$ cat src/rtl/instr_decode_pipe_pkg.sv
`default_nettype none
// instr_decode_pipe_pkg: condition codes, opcode constants, class codes and
// the decode-bundle layout shared by the decode pipe and its users.
package instr_decode_pipe_pkg;

    typedef enum logic [3:0] {
        COND_EQ = 4'h0, COND_NE = 4'h1, COND_CS = 4'h2, COND_CC = 4'h3,
        COND_MI = 4'h4, COND_PL = 4'h5, COND_VS = 4'h6, COND_VC = 4'h7,
        COND_HI = 4'h8, COND_LS = 4'h9, COND_GE = 4'hA, COND_LT = 4'hB,
        COND_GT = 4'hC, COND_LE = 4'hD, COND_AL = 4'hE, COND_UN = 4'hF
    } cond_e;

    localparam logic [3:0]  OP_MOV_LAS = 4'hD;
    localparam logic [3:0]  OP_ADDS    = 4'h4;
    localparam logic [3:0]  OP_ADCS    = 4'h5;
    localparam logic [23:0] OP_BX      = 24'h12FFF1;
    localparam logic [27:0] OP_ERET    = 28'h160006E;

    typedef enum logic [4:0] {
        NO_INST = 5'd0,
        MOV_LAS = 5'd1,
        B       = 5'd2,
        BX      = 5'd3,
        ERET    = 5'd4,
        ADD     = 5'd5,
        ADC     = 5'd6
    } iclass_e;

    typedef struct packed {
        iclass_e     instr;
        logic        skip;
        logic [3:0]  rn;
        logic [3:0]  rd;
        logic [3:0]  rm;
        logic [3:0]  rs;
        logic [11:0] imm12;
        logic [4:0]  imm5;
        logic [1:0]  stype;
        logic        imm;
        logic        s;
        logic        link;
        logic [23:0] br_offset24;
        logic        write_rd;
        logic        br_en;
    } dec_bundle_t;

    function automatic logic cond_pass(input logic [3:0] cond, input logic n,
                                       input logic z, input logic c, input logic v);
        logic pass;
        case (cond)
            COND_EQ: pass = z;
            COND_NE: pass = !z;
            COND_CS: pass = c;
            COND_CC: pass = !c;
            COND_MI: pass = n;
            COND_PL: pass = !n;
            COND_VS: pass = v;
            COND_VC: pass = !v;
            COND_HI: pass = c && !z;
            COND_LS: pass = !c || z;
            COND_GE: pass = (n == v);
            COND_LT: pass = (n != v);
            COND_GT: pass = !z && (n == v);
            COND_LE: pass = z || (n != v);
            default: pass = 1'b1;
        endcase
        return pass;
    endfunction

endpackage
`default_nettype wire

$ cat src/rtl/instr_decode_pipe_instr_queue.sv
`default_nettype none
// instr_queue: parametrised circular FIFO with push, pop, flush and occupancy.
module instr_queue #(
    parameter int DEPTH = 4,
    parameter int WIDTH = 64,
    localparam int PTR_W = $clog2(DEPTH),
    localparam int CNT_W = PTR_W + 1
) (
    input  logic             clk,
    input  logic             rst,
    input  logic             push,
    input  logic             pop,
    input  logic             flush,
    input  logic [WIDTH-1:0] wdata,
    output logic [WIDTH-1:0] rdata,
    output logic [CNT_W-1:0] count
);

    logic [WIDTH-1:0] mem [DEPTH];
    logic [PTR_W-1:0] wr_ptr;
    logic [PTR_W-1:0] rd_ptr;
    logic             do_push;
    logic             do_pop;

    assign do_push = push && !flush && (count != CNT_W'(DEPTH));
    assign do_pop  = pop && !flush && (count != '0);
    assign rdata   = mem[rd_ptr];

    // Power-of-two depth lets the pointers wrap by natural overflow.
    always_ff @(posedge clk or negedge rst) begin
        if (!rst) begin
            wr_ptr <= '0;
            rd_ptr <= '0;
            count  <= '0;
        end else if (flush) begin
            wr_ptr <= '0;
            rd_ptr <= '0;
            count  <= '0;
        end else begin
            if (do_push) wr_ptr <= wr_ptr + 1'b1;
            if (do_pop)  rd_ptr <= rd_ptr + 1'b1;
            case ({do_push, do_pop})
                2'b10:   count <= count + 1'b1;
                2'b01:   count <= count - 1'b1;
                default: count <= count;
            endcase
        end
    end

    always_ff @(posedge clk) begin
        if (do_push) mem[wr_ptr] <= wdata;
    end

endmodule
`default_nettype wire

$ cat src/rtl/instr_decode_pipe.sv
`default_nettype none
// instr_decode_pipe: queued A32 decoder with condition evaluation, flag-hazard
// stall and flush, producing a registered decode bundle for execute.
module instr_decode_pipe
    import instr_decode_pipe_pkg::*;
#(
    parameter int IQ_DEPTH = 4,
    parameter int PC_W     = 32
) (
    input  logic                      clk,
    input  logic                      rst,
    input  logic                      fetch_valid,
    input  logic [31:0]               fetch_instr,
    input  logic [PC_W-1:0]           fetch_pc,
    output logic                      fetch_ready,
    input  logic                      flush,
    input  logic                      n,
    input  logic                      z,
    input  logic                      c,
    input  logic                      v,
    input  logic                      flags_busy,
    output logic                      dec_valid,
    input  logic                      dec_ready,
    output logic [4:0]                dec_instr,
    output logic                      dec_skip,
    output logic [3:0]                dec_rn,
    output logic [3:0]                dec_rd,
    output logic [3:0]                dec_rm,
    output logic [3:0]                dec_rs,
    output logic [11:0]               dec_imm12,
    output logic [4:0]                dec_imm5,
    output logic [1:0]                dec_stype,
    output logic                      dec_imm,
    output logic                      dec_S,
    output logic                      dec_link,
    output logic [23:0]               dec_br_offset24,
    output logic                      dec_write_rd,
    output logic                      dec_br_en,
    output logic [PC_W-1:0]           dec_pc,
    output logic [$clog2(IQ_DEPTH):0] iq_count
);

    localparam int CNT_W = $clog2(IQ_DEPTH) + 1;

    logic [31:0]     head_instr;
    logic [PC_W-1:0] head_pc;
    logic            push;
    logic            load;
    logic            stall;
    iclass_e         cls;
    dec_bundle_t     fields;
    dec_bundle_t     bundle;
    logic [PC_W-1:0] pc_q;
    logic            valid_q;

    assign fetch_ready = (iq_count != CNT_W'(IQ_DEPTH));
    assign push        = fetch_valid && fetch_ready && !flush;

    // Conditional heads wait until no in-flight op can still change the flags.
    assign stall = !(head_instr[31:28] inside {COND_AL, COND_UN}) &&
                   (flags_busy || (valid_q && bundle.s));
    assign load  = (!valid_q || dec_ready) && (iq_count != '0) && !stall && !flush;

    instr_queue #(
        .DEPTH (IQ_DEPTH),
        .WIDTH (32 + PC_W)
    ) u_iq (
        .clk   (clk),
        .rst   (rst),
        .push  (push),
        .pop   (load),
        .flush (flush),
        .wdata ({fetch_instr, fetch_pc}),
        .rdata ({head_instr, head_pc}),
        .count (iq_count)
    );

    always_comb begin
        cls    = NO_INST;
        fields = '0;
        if (head_instr[27:26] == 2'b00 && head_instr[24:21] == OP_MOV_LAS) cls = MOV_LAS;
        else if (head_instr[27:25] == 3'b101)                                 cls = B;
        else if (head_instr[27:4] == OP_BX)                                   cls = BX;
        else if (head_instr[27:0] == OP_ERET)                                 cls = ERET;
        else if (head_instr[27:26] == 2'b00 && head_instr[24:21] == OP_ADDS)  cls = ADD;
        else if (head_instr[27:26] == 2'b00 && head_instr[24:21] == OP_ADCS)  cls = ADC;
        fields.instr = cls;
        case (cls)
            MOV_LAS, ADD, ADC: begin
                if (cls != MOV_LAS) fields.rn = head_instr[19:16];
                fields.rd       = head_instr[15:12];
                fields.s        = head_instr[20];
                fields.imm      = head_instr[25];
                fields.write_rd = 1'b1;
                if (head_instr[25]) begin
                    fields.imm12 = head_instr[11:0];
                end else begin
                    fields.rm    = head_instr[3:0];
                    fields.stype = head_instr[6:5];
                    if (head_instr[4]) fields.rs   = head_instr[11:8];
                    else               fields.imm5 = head_instr[11:7];
                end
            end
            B: begin
                fields.link        = head_instr[24];
                fields.br_offset24 = head_instr[23:0];
                fields.br_en       = 1'b1;
            end
            BX: begin
                fields.rm    = head_instr[3:0];
                fields.br_en = 1'b1;
            end
            ERET:    fields.br_en = 1'b1;
            default: ;
        endcase
        fields.skip = (cls == NO_INST) || !cond_pass(head_instr[31:28], n, z, c, v);
        if (fields.skip) begin
            fields.write_rd = 1'b0;
            fields.br_en    = 1'b0;
        end
    end

    always_ff @(posedge clk or negedge rst) begin
        if (!rst) begin
            valid_q <= 1'b0;
            bundle  <= '0;
            pc_q    <= '0;
        end else if (flush) begin
            valid_q <= 1'b0;
        end else if (load) begin
            valid_q <= 1'b1;
            bundle  <= fields;
            pc_q    <= head_pc;
        end else if (dec_ready) begin
            valid_q <= 1'b0;
        end
    end

    assign dec_valid       = valid_q;
    assign dec_instr       = bundle.instr;
    assign dec_skip        = bundle.skip;
    assign dec_rn          = bundle.rn;
    assign dec_rd          = bundle.rd;
    assign dec_rm          = bundle.rm;
    assign dec_rs          = bundle.rs;
    assign dec_imm12       = bundle.imm12;
    assign dec_imm5        = bundle.imm5;
    assign dec_stype       = bundle.stype;
    assign dec_imm         = bundle.imm;
    assign dec_S           = bundle.s;
    assign dec_link        = bundle.link;
    assign dec_br_offset24 = bundle.br_offset24;
    assign dec_write_rd    = bundle.write_rd;
    assign dec_br_en       = bundle.br_en;
    assign dec_pc          = pc_q;

endmodule
`default_nettype wire
$ cat config.mk
export PLATFORM = sky130hd
export DESIGN_NAME = instr_decode_pipe
export DESIGN_NICKNAME = d
export VERILOG_FILES = /design/src/rtl/instr_decode_pipe_pkg.sv /design/src/rtl/instr_decode_pipe_instr_queue.sv /design/src/rtl/instr_decode_pipe.sv
export SDC_FILE = /design/constraint.sdc
export NUM_CORES = 1
export LEC_CHECK = 0
export ABC_AREA = 1
export BUFFER_PORTS_ARGS = -buffer_cell sky130_fd_sc_hd__buf_2
export CORE_MARGIN = 3
export CORE_UTILIZATION = 40
export CTS_CLUSTER_SIZE = 40
export DETAILED_ROUTE_END_ITERATION = 12
export HOLD_SLACK_MARGIN = 0.03
export SLEW_MARGIN = 25
export SYNTH_ARGS = -nofsm -noshare
export SYNTH_HDL_FRONTEND = slang
export SYNTH_SLANG_ARGS = --single-unit
$ cat constraint.sdc
create_clock -name clk -period 6.75 [get_ports clk]
set_clock_uncertainty 0.05 [all_clocks]
set_input_delay 0.675 -clock clk [delete_from_list [all_inputs] [get_ports clk]]
set_output_delay 0.675 -clock clk [all_outputs]
set_load 0.03 [all_outputs]
==> results of run 1 <==
[cell families after synthesis]
group,after synthesis
AOI/OAI and AO/OA,155
xor gates and xnor gates,3
adders and majority gates,5
buffers and inverters,135
DFF,364
other,1
and+or+nand+nor,634
[per-layer routing]
metal / track usage [%] / share of wire, % / vias to the layer above / wire, µm
met1: 26.21 / 45 / 4837 / 16550
met2: 29.04 / 46 / 284 / 16680
met5: 0 / 0.31 / - / 114
met3: 4.135 / 6.3 / 76 / 2291
met4: 5.242 / 2.5 / 18 / 904
li1: - / - / 4772 / -
[power by group through the flow]
stage               Clock (mW)  Sequential, mW  Combinational, mW
CTS                       2.19            2.89               2.31
global placement             0            2.93               2.26
finish                    2.14            2.89               2.30
floorplan                    0            3.32               1.23
detailed placement           0            2.93               2.30
global route              2.29            2.92               2.53
[flip-flops by register name, indices dropped and copies added, names as in the netlist, 2 cells and up]
signal	flops
dec_imm12	12
dec_rd	4
u_iq.rd_ptr	2
u_iq.mem	256
dec_rs	4
dec_rn	4
dec_imm5	5
dec_rm	4
dec_stype	2
dec_br_offset24	24
dec_instr	3
dec_pc	32
u_iq.wr_ptr	2
u_iq.count	3
[cell type report]
class | instances | share of cell area [%]
Timing Repair Buffer | 190 | 6.029
Multi-Input combinational cell | 799 | 21.59
Clock buffer | 51 | 6.073
Sequential cell | 364 | 60.06
Clock inverter | 20 | 1.381
Antenna cell | 1 | 0.01446
Tap cell | 461 | 3.333
Inverter | 68 | 1.511
[layout by cell type, fill, tap and decap left out, types with 5 or more instances in the layout]
cell	netlist	final
buf_2	16	177
buf_4	12	8
bufinv_16	0	5
clkbuf_1	27	9
clkbuf_16	0	39
clkinv_2	0	8
dfrtp_1	108	106
edfxtp_1	256	256
inv_1	59	59
inv_2	7	6
inv_6	1	5
nand2_1	381	381
nand2_2	14	14
nand3_1	88	88
nand4_1	21	21
nor2_1	106	102
nor2_4	1	5
nor3_1	10	10
o211ai_1	7	7
o21ai_0	79	79
o21ai_1	7	7
o21ai_2	21	21
o22ai_1	34	34
[how the worst max path moves through the flow]
stage / from / endpoint / slack, ps / cells past startpoint
detailed placement: u_iq.rd_ptr[0] / dec_br_offset24[23] / 2530 / 11
global placement: u_iq.rd_ptr[0] / dec_br_offset24[1] / 2670 / 11
finish: u_iq.rd_ptr[0] / dec_br_offset24[23] / 2890 / 12
CTS: u_iq.rd_ptr[0] / dec_br_offset24[23] / 2520 / 11
global route: u_iq.rd_ptr[0] / dec_br_offset24[23] / 2540 / 12
floorplan: u_iq.count[0] / u_iq.mem[0][0] / 2240 / 4
[stage by stage]
step / power [mW] / util [%] / worst slack, ps / std cells
global route: 7.746 / 48.07 / 2540 / 1954
global placement: 5.190 / 44.25 / 2674 / 1879
floorplan: 4.553 / - / 2244 / 1298
CTS: 7.390 / 47.93 / 2522 / 1951
detailed placement: 5.234 / 44.35 / 2528 / 1880
finish: 7.326 / 48.07 / 2894 / 1954
[critical path, delay by kind of cell (launching register included)]
family                 cells  cell delay, ps
and+or+nand+nor            9            1680
buffers and inverters      2             980
DFF                        1             570
AOI/OAI and AO/OA          1             380
==> metrics, run 1 <==
clock buffer depth 3; via count 9,987; WL/cell 18.70 µm; gr usage total 18.52%; CTS resizes 0; Port Buf Inserts 178; worst endpoint required time 7120 ps; area added between synthesis and finish 17.25%; fin area 17,310 µm²; ANT nets after route 0; final hold vios 0; switching pwr 2.732 mW; period utilisation layout 57.13%; Fillers 3,258; DRC 0; async set-reset flop share out of synthesis 29.67%; xor and xnor fraction of the mapped netlist area 0.1780%; clock latency on the worst-skew pair 530 ps; Max Slew Vio Count 0; startpoint types flop; largest area contributor in the netlist edfxtp_1; initial core utilization 41.00%; Synth Area in Adders 0.4747%; clock power share 29.2%; root buf cell clkbuf_16; Synth cell types 38; CTS H-Tree Depth 2; area fraction in compound gates after synthesis 6.264%; hold_buf cts 0; crit path cell chain inv_6 -> nand2_1 -> nand3_1 -> nand2_1 -> nor2_2 -> nand2_1 -> nand2_1 -> nand2_2 -> nor2_8 -> buf_12 -> nand4_4 -> o21ai_0; reg2reg setup slack 2890 ps; initial antenna violation count 11; Post-CTS Setup Bufs 0; internal power 4.594 mW; first-pass GRT wire length 56,490 µm; Post-synth EDFFs 256; detailed placement HPWL 22,600 µm; final setup fails 0; RSZ-0062 raised after global routing false; Iter 0 DRT Violations 646; largest family of logic cells by synthesized area simple AND/OR/NAND/NOR gates; Yosys top cell area share 52.08%; worst hold slack 196.3 ps; status completed; max incr delay on CP 690 ps; Power Dens Cells 423.3 nW/µm²; relative slew slack 33.43%; Comb power frac 31.3%; min Tclk post-route 3856 ps; sequential power share 39.4%; post-synthesis simple-gate area fraction 18.15%; most used cell, CP nand2_1; Avg Cell Area, Syn 11.38 µm²; placed cell area 15,970 µm²; crit path DAT 4230 ps; DRT Pass-1 Iters 5; Ports 181; endpoint class of the critical path flop; max frequency 0.2593 GHz; core area 36,000 µm²; crit path max fanout 134; Sink Count 364; sequential-to-total area share from yosys stat 70.39%; Reg2Reg Depth 12; Seq. cell area 10,400 µm²; kind of critical path reg2reg; Reg-to-Reg Start u_iq.rd_ptr[0]; slowest cell on the critical path inv_6; grt total ovfl 0; CTS buffer count 39; largest net degree at the start of global routing 135; die height 198.1 µm; maxcap violations 0; GPL Wtd Cong 0.7887; Ys Warns 0; Yosys reg bits 364; die area 39,240 µm²; CTS tree built; count leader, synth nand2_1; vias per std cell 5.111; vias in the first global route 9,700; setup TNS 0 ps; CTS clk-pin slew, worst paths 60 ps; top post-synthesis cells by count nand2_1 (381), edfxtp_1 (256), dfrtp_1 (108); Worst VDD drop 0.1962 mV; synth top area cells edfxtp_1 (52%), dfrtp_1 (18%), nand2_1 (9.7%); worst min path class in2async; fraction of layout cells with a size suffix above 1 20.98%; Synth Instances 1,297; Worst R2R End dec_br_offset24[23]; Post-Syn Area 14,760 µm²; Post-Route WL 36,540 µm; fraction of synthesized area in multiplexers 0%; FP Rows 69; Die X 198.1 µm; Multi-input gate area 3737 µm²; switching share of power 37.30%; Main synth FF type edfxtp_1; # nets final 1,541; static leakage 7.402 nW; slew of the pin with the lowest slew margin 996.2 ps
No activity file was read; power rests on OpenSTA's default activity.
==> run 2: changes to the inputs <==
- ABC_AREA: 1 -> 0
- clock period: 6.75 -> 3.65 ns (I/O delays scaled with it)
==> metrics, run 2 <==
Main synth FF type edfxtp_1; Reg2Reg Depth 7 (-5); vias in the first global route 8,079 (-17%); setup TNS 0 ps (unchanged); Reg-to-Reg Start u_iq.rd_ptr[0]; Ports 181 (unchanged); min Tclk post-route 2961 ps (-894.9 ps); Sink Count 364 (unchanged); grt total ovfl 0 (unchanged); worst min path class in2reg; kind of critical path reg2reg; clock power share 28.8% (-0.4 points); endpoint class of the critical path flop; hold depth 1; Comb power frac 28.2% (-3.1 points); synth top area cells edfxtp_1 (55%), dfrtp_1 (19%), mux4_2 (9.1%); clock buffer depth 3 (unchanged); Post-CTS Setup Bufs 0 (unchanged); sequential-to-total area share from yosys stat 74.83% (+4.4 points); CTS tree built; async set-reset flop share out of synthesis 29.67% (unchanged); Die X 192.3 µm (-2.9%); Synth Instances 810 (-38%); Seq. cell area 10,400 µm² (about the same); final hold vios 0 (unchanged); vias per std cell 5.068 (-0.84%); switching share of power 33.17% (-4.1 points); GPL Wtd Cong 0.7358 (-6.7%); Yosys top cell area share 55.37% (+3.3 points); reg2reg setup slack 690 ps (-2210 ps); HP Start fetch_pc[6]; largest area contributor in the netlist edfxtp_1; detailed placement HPWL 19,570 µm (-13%); crit path DAT 3320 ps (-910 ps); first-pass GRT wire length 47,730 µm (-16%); CTS buffer count 39 (unchanged); Power Dens Cells 738.0 nW/µm² (+74%); Layout Utilization 50.62% (+2.6 points); period utilisation layout 81.12% (+24 points); Iter 0 DRT Violations 478 (-26%); Multi-input gate area 3274 µm² (-12%); Worst VDD drop 0.4045 mV (+110%); DRT Pass-1 Iters 5 (unchanged); clock latency on the worst-skew pair 520 ps (about the same); top post-synthesis cells by count edfxtp_1 (256), nand2_1 (172), dfrtp_1 (108); Post-Route WL 31,090 µm (-15%); WL/cell 20.16 µm (+7.8%); maxcap violations 0 (unchanged); relative slew slack 54.35% (+21 points); CTS clk-pin slew, worst paths 60 ps (about the same); internal power 8.457 mW (+84%); ANT nets after route 0 (unchanged); # nets final 1,141 (-26%); crit path max fanout 19 (-86%); Placed Cells 1,408 (-25%); status completed; area added between synthesis and finish 23.48%; Worst Slack Setup Final 689.0 ps (-2205 ps); initial antenna violation count 4 (-7); Port Buf Inserts 178 (unchanged); Setup WS pre-CTS 707.0 ps (-1821 ps); Avg Cell Area, Syn 17.14 µm² (+51%); Post-Syn Area 13,880 µm² (-5.9%); Yosys reg bits 364 (unchanged); worst endpoint required time 4000 ps (-3120 ps); gr usage total 16.95% (-1.6 points); largest net degree at the start of global routing 128 (-5.2%); CTS H-Tree Depth 2 (unchanged); final setup fails 0 (unchanged); FP Rows 67 (-2.9%); Fillers 2,864 (-12%); switching pwr 4.197 mW (+54%); Worst R2R End dec_skip; via count 7,815 (-22%); core area 33,870 µm² (-5.9%); Biggest register u_iq.mem; die area 36,980 µm² (-5.8%); fin cells 1,542 (-21%); fraction of layout cells with a size suffix above 1 29.30% (+8.3 points); sequential power share 43.0% (+3.6 points); max FFs per register 256 (unchanged); DRC 0 (unchanged); commonest non-fill, non-tap cell in the layout edfxtp_1; Max Slew Vio Count 0 (unchanged); root buf cell clkbuf_16; RSZ-0062 raised after global routing false; startpoint types flop; max frequency 0.3377 GHz (+30%); Worst Hold Endpoint u_iq.mem[2][6]; slew of the pin with the lowest slew margin 684.8 ps (-311.4 ps); Total Power 12.65 mW (+73%); initial core utilization 41.00% (about the same); most frequent cells in the layout edfxtp_1 (256), buf_2 (177), nand2_1 (171), dfrtp_1 (106), dlygate4sd3_1 (61); Synth cell types 51 (+34%); CTS resizes 0 (unchanged); die height 192.3 µm (-2.9%); static leakage 6.683 nW (-9.7%); Post-synth EDFFs 256 (unchanged); Ys Warns 0 (unchanged); count leader, synth edfxtp_1
==> run 2: cell count changes in the layout (fill, tap and decap cells not counted), moves of 21 or more <==
cell,before,now
o21ai_0,79,26
nor2_1,102,19
o22ai_1,34,1
dlygate4sd3_1,0,61
nand3_1,88,14
nand2_1,381,171
inv_1,59,7
mux4_2,0,56
a22o_1,0,27
o21ai_2,21,0
==> run 2: cell families after synthesis <==
| family | share of synthesized area (%) |
|---|---|
| AO/OA/AOI/OAI | 3.578 |
| other | 0.02701 |
| flip-flops | 74.83 |
| buffers and inverters | 1.748 |
| AND/OR/NAND/NOR | 7.858 |
| XOR/XNOR | 0.5678 |
| multiplexers | 10.89 |
| adder cells (fa/ha/maj) | 0.5047 |
==> run 2: worst max-delay path by stage <==
stage	start	to	slack, ps	cells past startpoint
after detailed placement	u_iq.rd_ptr[0]	dec_skip	710	7
after global placement	u_iq.rd_ptr[0]	dec_skip	680	7
after global routing	u_iq.rd_ptr[0]	dec_skip	510	7
final	u_iq.rd_ptr[0]	dec_skip	690	7
after CTS	u_iq.rd_ptr[0]	dec_skip	710	7
after floorplan	u_iq.count[0]	u_iq.mem[0][0]	110	5
==> run 2: metrics by stage <==
stage                     area (µm²)  hold slack (ps)
after global placement         15320            390.9
after detailed placement       15320            396.0
after floorplan                13890            19.41
after CTS                      17140            36.06
after global routing           17150            42.79
final                          17150            55.79
==> run 2: area by class of cell <==
type                            count  area share (%)
Inverter                            7          0.1533
Sequential cell                   364           60.64
Tap cell                          448           3.269
Clock inverter                     13          0.5035
Multi-Input combinational cell    398           19.10
Antenna cell                        2         0.02919
Clock buffer                       58           6.524
Timing Repair Buffer              252           9.779
==> run 2: metal layers <==
metal  track usage [%]  vias to the layer above  wire length [µm]
met4             4.063                        4               419
met2             27.99                      217             15030
li1                  -                     3585                 -
met3             2.979                       37              1765
met1             23.67                     3972             13860
met5                 0                        -                21
==> run 2: power by group through the flow <==
stage	Sequential, mW	Clock [mW]	Combinational [mW]
after floorplan	6.17	0	1.79
after global placement	5.52	0	3.52
after detailed placement	5.53	0	3.55
after CTS	5.45	3.75	3.62
after global routing	5.51	3.94	3.87
final	5.44	3.65	3.56
==> run 2: repair_timing <==
| action | 4_1_cts | 5_1_grt |
|---|---|---|
| setup endpoints to repair | 0 | 0 |
| endpoints found under the hold margin | 283 | 0 |
| hold buffers | 61 | 0 |
==> run 2: critical path, cell delays in order (launching register included) <==
cell     delay [ps]
dfrtp_4         660
buf_12          250
mux4_1          650
nor4_1          310
nand4_1         170
or3_1           380
and4b_1         220
o22a_1          150
==> run 3: changes to the inputs <==
- clock period: 3.65 -> 2.65 ns (I/O delays scaled with it)
==> metrics, run 3 (same netlist as run 2, synthesis figures left out) <==
fraction of layout cells with a size suffix above 1 33.97% (+4.7 points); failing checks negative setup slack; HP Start dec_ready; die area 36,980 µm² (unchanged); Worst VDD drop 0.4586 mV (+13%); WL/cell 20.33 µm (+0.82%); Die X 192.3 µm (unchanged); hold depth 4 (+3); Reg2Reg Depth 7 (unchanged); Fillers 2,810 (-1.9%); Ports 181 (unchanged); vias per std cell 4.985 (-1.6%); min Tclk post-route 2681 ps (-280.2 ps); core area 33,870 µm² (unchanged); Post-Route WL 32,670 µm (+5.1%); static leakage 7.151 nW (+7.0%); DRC 0 (unchanged); period utilisation layout 101.2% (+20 points); crit path max fanout 8 (-11); max FFs per register 256 (unchanged); Biggest register u_iq.mem; endpoint class of the critical path flop; initial core utilization 41.00% (unchanged); commonest non-fill, non-tap cell in the layout edfxtp_1; max frequency 0.3730 GHz (+10%); via count 8,011 (+2.5%); worst endpoint required time 3060 ps (-940 ps); FP Rows 67 (unchanged); # nets final 1,207 (+5.8%); grt total ovfl 0 (unchanged); Reg-to-Reg Start u_iq.rd_ptr[0]; Iter 0 DRT Violations 601 (+26%); largest net degree at the start of global routing 69 (-46%); gr usage total 17.69% (+0.73 points); crit path DAT 3090 ps (-230 ps); maxcap violations 0 (unchanged); worst min path class in2reg; Worst Hold Endpoint dec_valid; Port Buf Inserts 178 (unchanged); first-pass GRT wire length 49,780 µm (+4.3%); reg2reg setup slack -30 ps (-720 ps); Layout Utilization 53.24% (+2.6 points); clock latency on the worst-skew pair 530 ps (about the same); setup TNS -134.0 ps (-134.0 ps); GPL Wtd Cong 0.8134 (+11%); CTS buffer count 38 (-2.6%); Max Slew Vio Count 0 (unchanged); fin cells 1,607 (+4.2%); CTS clk-pin slew, worst paths 60 ps (about the same); root buf cell clkbuf_16; CTS tree built; RSZ-0062 raised after global routing true; final hold vios 0 (unchanged); Worst Slack Setup Final -30.79 ps (-719.8 ps); detailed placement HPWL 21,730 µm (+11%); final setup fails 6 (+6); kind of critical path reg2reg; Power Dens Cells 1041 nW/µm² (+41%); vias in the first global route 8,369 (+3.6%); startpoint types flop; CTS H-Tree Depth 2 (unchanged); initial antenna violation count 2 (-2); die height 192.3 µm (unchanged); worst hold slack 84.66 ps (+28.87 ps); clock buffer depth 3 (unchanged); status complete, but fails checks; Placed Cells 1,460 (+3.7%); Worst R2R End dec_imm5[1]; ANT nets after route 0 (unchanged); Sink Count 364 (unchanged); DRT Pass-1 Iters 4 (-1); area added between synthesis and finish 29.86%; Total Power 18.77 mW (+48%); most frequent cells in the layout edfxtp_1 (256), buf_2 (177), nand2_1 (171), dfrtp_1 (106), dlygate4sd3_1 (68)
## run 3: timing repair
action                                 in CTS  in global routing
resized for setup                           2                 12
setup buffers                               0                  7
endpoints found under the hold margin     349                  0
hold buffers                               68                  0
pin swaps                                   0                 14
gates cloned                                0                  1
setup endpoints to repair                  17                 33
## run 3: final cells by class
cell class / instances / area [µm²] / share of cell area (%)
Clock inverter: 11 / 185.2 / 1.027
Timing Repair Buffer: 319 / 2360 / 13.09
Clock buffer: 58 / 1170 / 6.488
Antenna cell: 2 / 5.005 / 0.02776
Inverter: 7 / 26.28 / 0.1457
Tap cell: 448 / 560.5 / 3.109
Sequential cell: 364 / 10400 / 57.66
Multi-Input combinational cell: 398 / 3327 / 18.45
## run 3: per-stage QoR
step	worst slack, ps	area (µm²)
detailed placement	-15.10	15860
floorplan	-195.6	13920
global placement	33.23	15860
finish	-30.79	18030
CTS	-19.83	17910
global route	-119.6	18030
## run 3: report_power, final
group          leakage (nW)  internal, mW  switching, mW
sequential             3.76          6.95          0.428
clock                 0.667          3.54           2.11
combinational          2.73          2.26           3.48
total                  7.15          12.7           6.02
## run 3: routing by layer
metal	vias to the layer above	part of all wire, %	track usage, %
met5	-	0	0
met4	0	2.3	4.987
met3	46	4.6	3.270
met2	181	49	29.24
met1	4089	44	24.23
li1	3695	-	-
## run 3: how the worst max path moves through the flow
stage,startpoint,cells after the start,end,slack (ps)
after detailed placement,u_iq.rd_ptr[0],7,dec_rs[2],-20
after global routing,u_iq.rd_ptr[0],7,dec_imm5[2],-120
after global placement,u_iq.rd_ptr[0],10,u_iq.count[2],30
after CTS,u_iq.rd_ptr[0],7,dec_rm[3],-20
final,u_iq.rd_ptr[0],7,dec_imm5[1],-30
after floorplan,u_iq.count[0],5,u_iq.mem[0][0],-200
## run 3: worst max-delay path, stage by stage, from the launching register on
cell	delay, ps
dfrtp_4	510
buf_12	160
mux4_2	530
or4b_4	580
a21oi_4	220
nand2b_4	120
nor3_4	260
a22o_1	170
